==> src/rtl/tl_ul_pkg.sv <==
// Shared TileLink-UL definitions used by the client arbiter: opcodes,
// beat arithmetic and the A/D field bundles.
package tl_ul_pkg;

    localparam logic [2:0] OP_PUT_FULL        = 3'd0;
    localparam logic [2:0] OP_PUT_PARTIAL     = 3'd1;
    localparam logic [2:0] OP_GET             = 3'd4;
    localparam logic [2:0] OP_ACCESS_ACK      = 3'd0;
    localparam logic [2:0] OP_ACCESS_ACK_DATA = 3'd1;

    // Wide enough for 2^(15-2) beats on a 32-bit bus.
    localparam int BEAT_W = 14;

    typedef struct packed {
        logic [2:0]  opcode;
        logic [2:0]  param;
        logic [3:0]  size;
        logic [3:0]  mask;
        logic [31:0] data;
    } tl_a_fields_t;

    typedef struct packed {
        logic [2:0]  opcode;
        logic [1:0]  param;
        logic [3:0]  size;
        logic        denied;
        logic [31:0] data;
    } tl_d_fields_t;

    // A channel: Put messages carry data; D channel: only AccessAckData does.
    function automatic logic [BEAT_W-1:0] beats_from_size(input logic [2:0] opcode,
                                                          input logic [3:0] size,
                                                          input logic d_chan = 1'b0);
        logic multi;
        if (d_chan) multi = (opcode == OP_ACCESS_ACK_DATA);
        else        multi = (opcode == OP_PUT_FULL) || (opcode == OP_PUT_PARTIAL);
        if (multi && (size > 4'd2)) return BEAT_W'(1) << (size - 4'd2);
        return BEAT_W'(1);
    endfunction

endpackage

==> src/rtl/tl_client_arbiter_beat_counter.sv <==
// Tracks position inside a multi-beat TileLink message and flags its
// first and last beats.
module tl_beat_counter
    import tl_ul_pkg::*;
#(
    parameter bit D_CHAN = 1'b0
) (
    input  logic       clock,
    input  logic       reset,
    input  logic [2:0] opcode,
    input  logic [3:0] size,
    input  logic       fire,
    output logic       first,
    output logic       last
);

    logic [BEAT_W-1:0] beats_left;
    logic [BEAT_W-1:0] beats;

    always_comb begin
        beats = beats_from_size(opcode, size, D_CHAN);
        first = (beats_left == '0);
        last  = first ? (beats == BEAT_W'(1)) : (beats_left == BEAT_W'(1));
    end

    always_ff @(posedge clock or posedge reset) begin
        if (reset) begin
            beats_left <= '0;
        end else if (fire) begin
            beats_left <= first ? (beats - BEAT_W'(1)) : (beats_left - BEAT_W'(1));
        end
    end

endmodule

==> src/rtl/tl_client_arbiter.sv <==
// Two-client TileLink-UL arbiter: round-robin A arbitration with burst lock,
// source tagging by client index, tag-steered D return, per-client credit limit.
module tl_client_arbiter
    import tl_ul_pkg::*;
#(
    parameter int SRC_BITS  = 4,
    parameter int ADDR_BITS = 14,
    parameter int MAX_OUT   = 4
) (
    input  logic                      clock,
    input  logic                      reset,
    input  logic [1:0]                ua_valid,
    output logic [1:0]                ua_ready,
    input  logic [1:0][2:0]           ua_opcode,
    input  logic [1:0][2:0]           ua_param,
    input  logic [1:0][3:0]           ua_size,
    input  logic [1:0][SRC_BITS-2:0]  ua_source,
    input  logic [1:0][ADDR_BITS-1:0] ua_address,
    input  logic [1:0][3:0]           ua_mask,
    input  logic [1:0][31:0]          ua_data,
    output logic                      da_valid,
    input  logic                      da_ready,
    output logic [2:0]                da_opcode,
    output logic [2:0]                da_param,
    output logic [3:0]                da_size,
    output logic [SRC_BITS-1:0]       da_source,
    output logic [ADDR_BITS-1:0]      da_address,
    output logic [3:0]                da_mask,
    output logic [31:0]               da_data,
    input  logic                      dd_valid,
    output logic                      dd_ready,
    input  logic [2:0]                dd_opcode,
    input  logic [1:0]                dd_param,
    input  logic [3:0]                dd_size,
    input  logic [SRC_BITS-1:0]       dd_source,
    input  logic                      dd_denied,
    input  logic [31:0]               dd_data,
    output logic [1:0]                ud_valid,
    input  logic [1:0]                ud_ready,
    output logic [1:0][2:0]           ud_opcode,
    output logic [1:0][1:0]           ud_param,
    output logic [1:0][3:0]           ud_size,
    output logic [1:0][SRC_BITS-2:0]  ud_source,
    output logic [1:0]                ud_denied,
    output logic [1:0][31:0]          ud_data,
    output logic                      busy,
    output logic [0:0]                arb_state
);

    // Handshake: a beat transfers on a cycle where valid and ready are both high;
    // valid never waits on ready, and a presented beat is held until it transfers.

    localparam logic [0:0] ST_IDLE  = 1'b0;
    localparam logic [0:0] ST_BURST = 1'b1;
    localparam logic [2:0] MAX_CNT  = 3'(MAX_OUT);

    logic [0:0]      state;
    logic            last;
    logic            lock_id;
    logic            hold_q;
    logic            hold_id;
    logic [1:0][2:0] out_cnt;
    logic [1:0]      elig;
    logic            gnt_any;
    logic            gnt_id;
    logic            a_fire, a_first, a_last;
    logic            d_fire, d_last, d_first_unused;
    logic            d_id;
    logic [1:0]      inc, dec;
    tl_a_fields_t    a_sel;
    tl_d_fields_t    d_in;

    always_comb begin
        for (int i = 0; i < 2; i++) elig[i] = ua_valid[i] & (out_cnt[i] < MAX_CNT);
        gnt_id  = 1'b0;
        gnt_any = 1'b0;
        if (state == ST_BURST) begin
            gnt_id  = lock_id;
            gnt_any = ua_valid[lock_id];
        end else if (hold_q) begin
            // A stalled offer keeps its grant so da_* stays stable under backpressure.
            gnt_id  = hold_id;
            gnt_any = ua_valid[hold_id];
        end else if (&elig) begin
            gnt_id  = ~last;
            gnt_any = 1'b1;
        end else begin
            gnt_id  = elig[1];
            gnt_any = |elig;
        end
        if (reset) gnt_any = 1'b0;
    end

    always_comb begin
        a_sel = '{opcode: ua_opcode[gnt_id], param: ua_param[gnt_id], size: ua_size[gnt_id],
                  mask: ua_mask[gnt_id], data: ua_data[gnt_id]};
        da_valid   = gnt_any;
        da_opcode  = a_sel.opcode;
        da_param   = a_sel.param;
        da_size    = a_sel.size;
        da_mask    = a_sel.mask;
        da_data    = a_sel.data;
        da_address = ua_address[gnt_id];
        da_source  = {gnt_id, ua_source[gnt_id]};
        ua_ready[0] = da_ready & gnt_any & ~gnt_id;
        ua_ready[1] = da_ready & gnt_any & gnt_id;
        a_fire      = da_valid & da_ready;
    end

    tl_beat_counter #(.D_CHAN(1'b0)) u_a_beats (
        .clock  (clock),
        .reset  (reset),
        .opcode (da_opcode),
        .size   (da_size),
        .fire   (a_fire),
        .first  (a_first),
        .last   (a_last)
    );

    always_ff @(posedge clock or posedge reset) begin
        if (reset) begin
            state   <= ST_IDLE;
            last    <= 1'b1;
            lock_id <= 1'b0;
            hold_q  <= 1'b0;
            hold_id <= 1'b0;
        end else if (a_fire) begin
            hold_q <= 1'b0;
            if (a_first) begin
                last    <= gnt_id;
                lock_id <= gnt_id;
            end
            state <= a_last ? ST_IDLE : ST_BURST;
        end else if (state == ST_IDLE) begin
            hold_q  <= da_valid;
            hold_id <= gnt_id;
        end
    end

    // D return path: the top source bit names the client.
    always_comb begin
        d_id     = dd_source[SRC_BITS-1];
        d_in     = '{opcode: dd_opcode, param: dd_param, size: dd_size,
                     denied: dd_denied, data: dd_data};
        dd_ready = ud_ready[d_id] & ~reset;
        d_fire   = dd_valid & dd_ready;
        for (int i = 0; i < 2; i++) begin
            ud_valid[i]  = dd_valid & (d_id == i[0]) & ~reset;
            ud_opcode[i] = d_in.opcode;
            ud_param[i]  = d_in.param;
            ud_size[i]   = d_in.size;
            ud_denied[i] = d_in.denied;
            ud_data[i]   = d_in.data;
            ud_source[i] = dd_source[SRC_BITS-2:0];
        end
    end

    tl_beat_counter #(.D_CHAN(1'b1)) u_d_beats (
        .clock  (clock),
        .reset  (reset),
        .opcode (dd_opcode),
        .size   (dd_size),
        .fire   (d_fire),
        .first  (d_first_unused),
        .last   (d_last)
    );

    always_comb begin
        inc[0] = a_fire & a_first & ~gnt_id;
        inc[1] = a_fire & a_first & gnt_id;
        dec[0] = d_fire & d_last & ~d_id;
        dec[1] = d_fire & d_last & d_id;
    end

    always_ff @(posedge clock or posedge reset) begin
        if (reset) begin
            out_cnt <= '0;
        end else begin
            for (int i = 0; i < 2; i++) begin
                if (inc[i] && !dec[i])      out_cnt[i] <= out_cnt[i] + 3'd1;
                else if (dec[i] && !inc[i]) out_cnt[i] <= out_cnt[i] - 3'd1;
            end
        end
    end

    assign busy      = (state != ST_IDLE) | (|out_cnt);
    assign arb_state = state;

endmodule

==> config.mk <==
export PLATFORM = sky130hd
export DESIGN_NAME = tl_client_arbiter
export DESIGN_NICKNAME = d
export VERILOG_FILES = /design/src/rtl/tl_ul_pkg.sv /design/src/rtl/tl_client_arbiter_beat_counter.sv /design/src/rtl/tl_client_arbiter.sv
export SDC_FILE = /design/constraint.sdc
export NUM_CORES = 1
export LEC_CHECK = 0
export BUFFER_PORTS_ARGS = -buffer_cell sky130_fd_sc_hd__buf_4
export CAP_MARGIN = 5
export CORE_AREA = 2 2 132 134
export CTS_CLUSTER_DIAMETER = 120
export CTS_CLUSTER_SIZE = 10
export DETAILED_ROUTE_END_ITERATION = 8
export DIE_AREA = 0 0 134 136
export PLACE_DENSITY = 0.72
export SLEW_MARGIN = 20
export SYNTH_ARGS = -nofsm -noshare
export SYNTH_HDL_FRONTEND = slang
export SYNTH_SLANG_ARGS = --single-unit
==> constraint.sdc <==
create_clock -name clock -period 2.65 [get_ports clock]
set_input_delay 0.53 -clock clock [delete_from_list [all_inputs] [get_ports clock]]
set_output_delay 0.53 -clock clock [all_outputs]
set_load 0.03 [all_outputs]
==> results.py <==
metrics = {
    "run_status": {
        "outcome": "complete, but fails checks",
        "violations": "setup timing",
    },
    "timing": {
        "timing.final.crit_share_pct": 104,
        "hold_viol": 0,
        "rsz0062_at_grt": "yes",
        "min_period_ns": 2.76,
        "skew_ns": 0.00364,
        "fin_ws_ns": -0.115,
        "setup_viol": 65,
        "max_freq_ghz": 0.362,
        "drv_slew": 0,
        "worstMarginPinSlew_ns": 0.512,
        "max_slew_margin_pct": 65.8,
    },
    "clocking": {
        "clkTransAtPathRegs_ns": 0.06,
        "cts_max_level": 2,
        "cts_tree": "yes",
        "clk_path_buf_depth": 2,
        "clockRootBuffer": "clkbuf_16",
        "clock_sinks": 39,
        "hold_buffers": 0,
        "cts_buffers": 5,
        "worstSkewPairLatency_ns": 0.28,
    },
    "synthesis": {
        "netlist_top_cells_area": "dfrtp_1 (20%), mux2_2 (17%), buf_4 (15%), nor2_1 (3.7%), nand2_1 (3.0%)",
        "synth_nets": 764,
        "avgSynthCellArea_um2": 8.23,
        "ys_warn_count": 0,
        "synth_seq_cells": 39,
        "yosys.cell_types.count": 65,
        "synth_top_area_share_pct": 20.2,
        "synthFlopType": "dfrtp_1",
        "yosysTopAreaCell": "dfrtp_1",
        "synthArstFlopShare_pct": 100,
        "syn_area_um2": 4700,
        "syn_inst": 571,
        "seq_area_frac_synth_pct": 20.8,
        "synth_edf_count": 0,
    },
    "critical_path": {
        "cp_cell_sequence": "or4b_4, o211a_4, buf_16, mux2_2, buf_4",
        "r2r_end": "u_a_beats.beats_left[12]",
        "critPathTopFamily": "simple AND/OR/NAND/NOR gates",
        "crit_end": "da_source[2]",
        "path_buf_inv": 2,
        "startpoint_type": "flop",
        "critPathSlowestCell": "or4b_4",
        "crit_fanout": 17,
        "cp.depth": 5,
        "critPathCaptureType": "output pin",
        "r2r_cells": 10,
        "regToRegSetupSlack_ns": -0.03,
        "path_class": "flop to output pin",
        "startpoint": "out_cnt[5]",
        "critPathRequiredTime_ns": 2.12,
        "arrival_ns": 2.23,
        "slowest_delay_ns": 0.53,
        "reg2reg_from": "out_cnt[5]",
    },
    "global_route": {
        "first_global_vias": 4694,
        "grt_max_degree": 40,
        "grt_use_total_pct": 18.0,
        "grt-ovfl-total": 0,
        "grt_pass1_wl_mm": 25.7,
        "antenna_found_initial": 3,
    },
    "final_layout": {
        "final_common_cell": "buf_4",
        "final_cell_mix": "buf_4 (260), mux2_2 (54), buf_6 (51)",
        "synthToLayoutAreaGrowth_pct": 54.7,
        "utilization_pct": 43.1,
        "drive_gt1_share_pct": 56.9,
        "diodes": 0,
        "fin_nets": 971,
        "fillCellCount": 1608,
    },
    "drt": {
        "drtIter0Drc": 350,
        "postRouteAntennaNets": 0,
        "drc_errors": 0,
        "vias": 4854,
        "routed_wl_mm": 17.6,
        "drt-pass1-iter-count": 5,
        "via_per_inst": 4.83,
        "wl_per_cell_um": 17.5,
    },
    "min_path": {
        "min_path_type": "flop to flop",
    },
    "power": {
        "power.total_mw": 6.97,
        "power.density_nw_per_um2": 958,
        "ir_worst_vdd_mv": 0.589,
        "power.leakage_nw": 3.38,
    },
    "floorplan": {
        "die_h_um": 136,
        "core_area_um2": 16900,
        "rows": 48,
        "start_util_pct": 27.9,
        "die_width_um": 134,
        "die_area_um2": 18200,
        "pin_count": 342,
    },
    "flow_run": {
        "drv_cap": 0,
    },
    "place": {
        "post-dp-hpwl_mm": 13.8,
        "gp_congestion": 0.878,
        "pre_cts_slack_ns": -0.381,
        "numPortBuffers": 227,
    },
}
[cells in the mapped netlist (all sizes together), types with 4 or more instances]
cell	n
nand3b	6
nor4b	6
or3	7
dfrtp	38
nand2	37
a21oi	27
nor4	10
xnor2	11
nor2	46
ha	11
nor3	24
and3	7
inv	19
xor2	7
nor3b	4
nand4	5
o21ai	25
buf	100
mux2	73
nand3	6
nand2b	4
a31oi	8
a21boi	4
o22a	5
or4	5
clkbuf	18
or2	4
mux2i	7
[worst register-to-register path: cells and delay by family, from the launching register on]
| family | cells | cell delay, ns |
|---|---|---|
| buffers and inverters | 2 | 0.17 |
| and+or+nand+nor | 2 | 0.65 |
| DFF | 1 | 0.38 |
| adders and majority gates | 1 | 0.17 |
| muxes | 1 | 0.31 |
| AOI/OAI and AO/OA | 4 | 0.91 |
[metrics by stage]
stage / cell area [um^2] / hold WS (ns) / setup TNS (ns) / cells
after global routing: 7270 / 0.537 / -7.04 / 1004
after floorplan: 4920 / 0.471 / -1.52 / 571
after detailed placement: 6630 / 0.504 / -2.29 / 982
after global placement: 6630 / 0.488 / -1.91 / 982
final: 7270 / 0.520 / -3.82 / 1004
after CTS: 7210 / 0.513 / -4.61 / 1000
[cells by family after synthesis]
| logic type | share of synthesized area (%) |
|---|---|
| simple gates | 20.7 |
| buf+inv | 18.8 |
| compound gates | 13.4 |
| mux | 19.1 |
| flops | 20.8 |
| xor+xnor | 3.35 |
| fa+ha+maj | 3.78 |
[timing repair]
action / in CTS / in global routing
pin swaps: 5 / 7
setup buffers: 8 / 4
gates resized for setup: 78 / 8
gates cloned: 2 / 0
endpoints found under the hold margin: 0 / 0
setup endpoints to repair: 68 / 72
[report_power, final]
| part | internal (mW) | leakage [nW] | switching, mW |
|---|---|---|---|
| clock | 0.468 | 0.0868 | 0.245 |
| sequential | 0.843 | 0.495 | 0.235 |
| combinational | 2.50 | 2.80 | 2.68 |
[worst min-delay path by stage]
| stage | endpoint | depth (start not counted) | from | slack, ns |
|---|---|---|---|---|
| 5_1_grt | out_cnt[2] | 1 | out_cnt[2] | 0.54 |
| 2_1_floorplan | u_d_beats.beats_left[8] | 1 | u_d_beats.beats_left[8] | 0.47 |
| 6_report | u_d_beats.beats_left[8] | 1 | u_d_beats.beats_left[8] | 0.52 |
| 3_5_place_dp | u_d_beats.beats_left[8] | 1 | u_d_beats.beats_left[8] | 0.50 |
| 3_3_place_gp | last | 2 | last | 0.49 |
| 4_1_cts | u_d_beats.beats_left[8] | 1 | u_d_beats.beats_left[8] | 0.51 |
[final cells by class]
class	count	area (um^2)	area share, %
well taps	225	282	3.87
multi-input cells	394	3080	42.3
repair buffers	318	2670	36.8
clock buffers	6	139	1.91
flip-flops and latches	39	978	13.5
inverters	20	85.1	1.17
clock inverters	2	35.0	0.482
[layer usage]
| layer | wire (um) | track usage (%) |
|---|---|---|
| met1 | 8050 | 25.4 |
| met2 | 7980 | 27.5 |
| met3 | 1180 | 3.95 |
| met4 | 312 | 5.20 |
| met5 | 34 | 0 |
[state kept, by name (all words and copies together), names as in the netlist]
register              count
u_d_beats.beats_left     14
hold_id                   1
u_a_beats.beats_left     14
out_cnt                   6
hold_q                    1
last                      1
lock_id                   1
arb_state                 1
No activity file was read; power rests on OpenSTA's default activity.
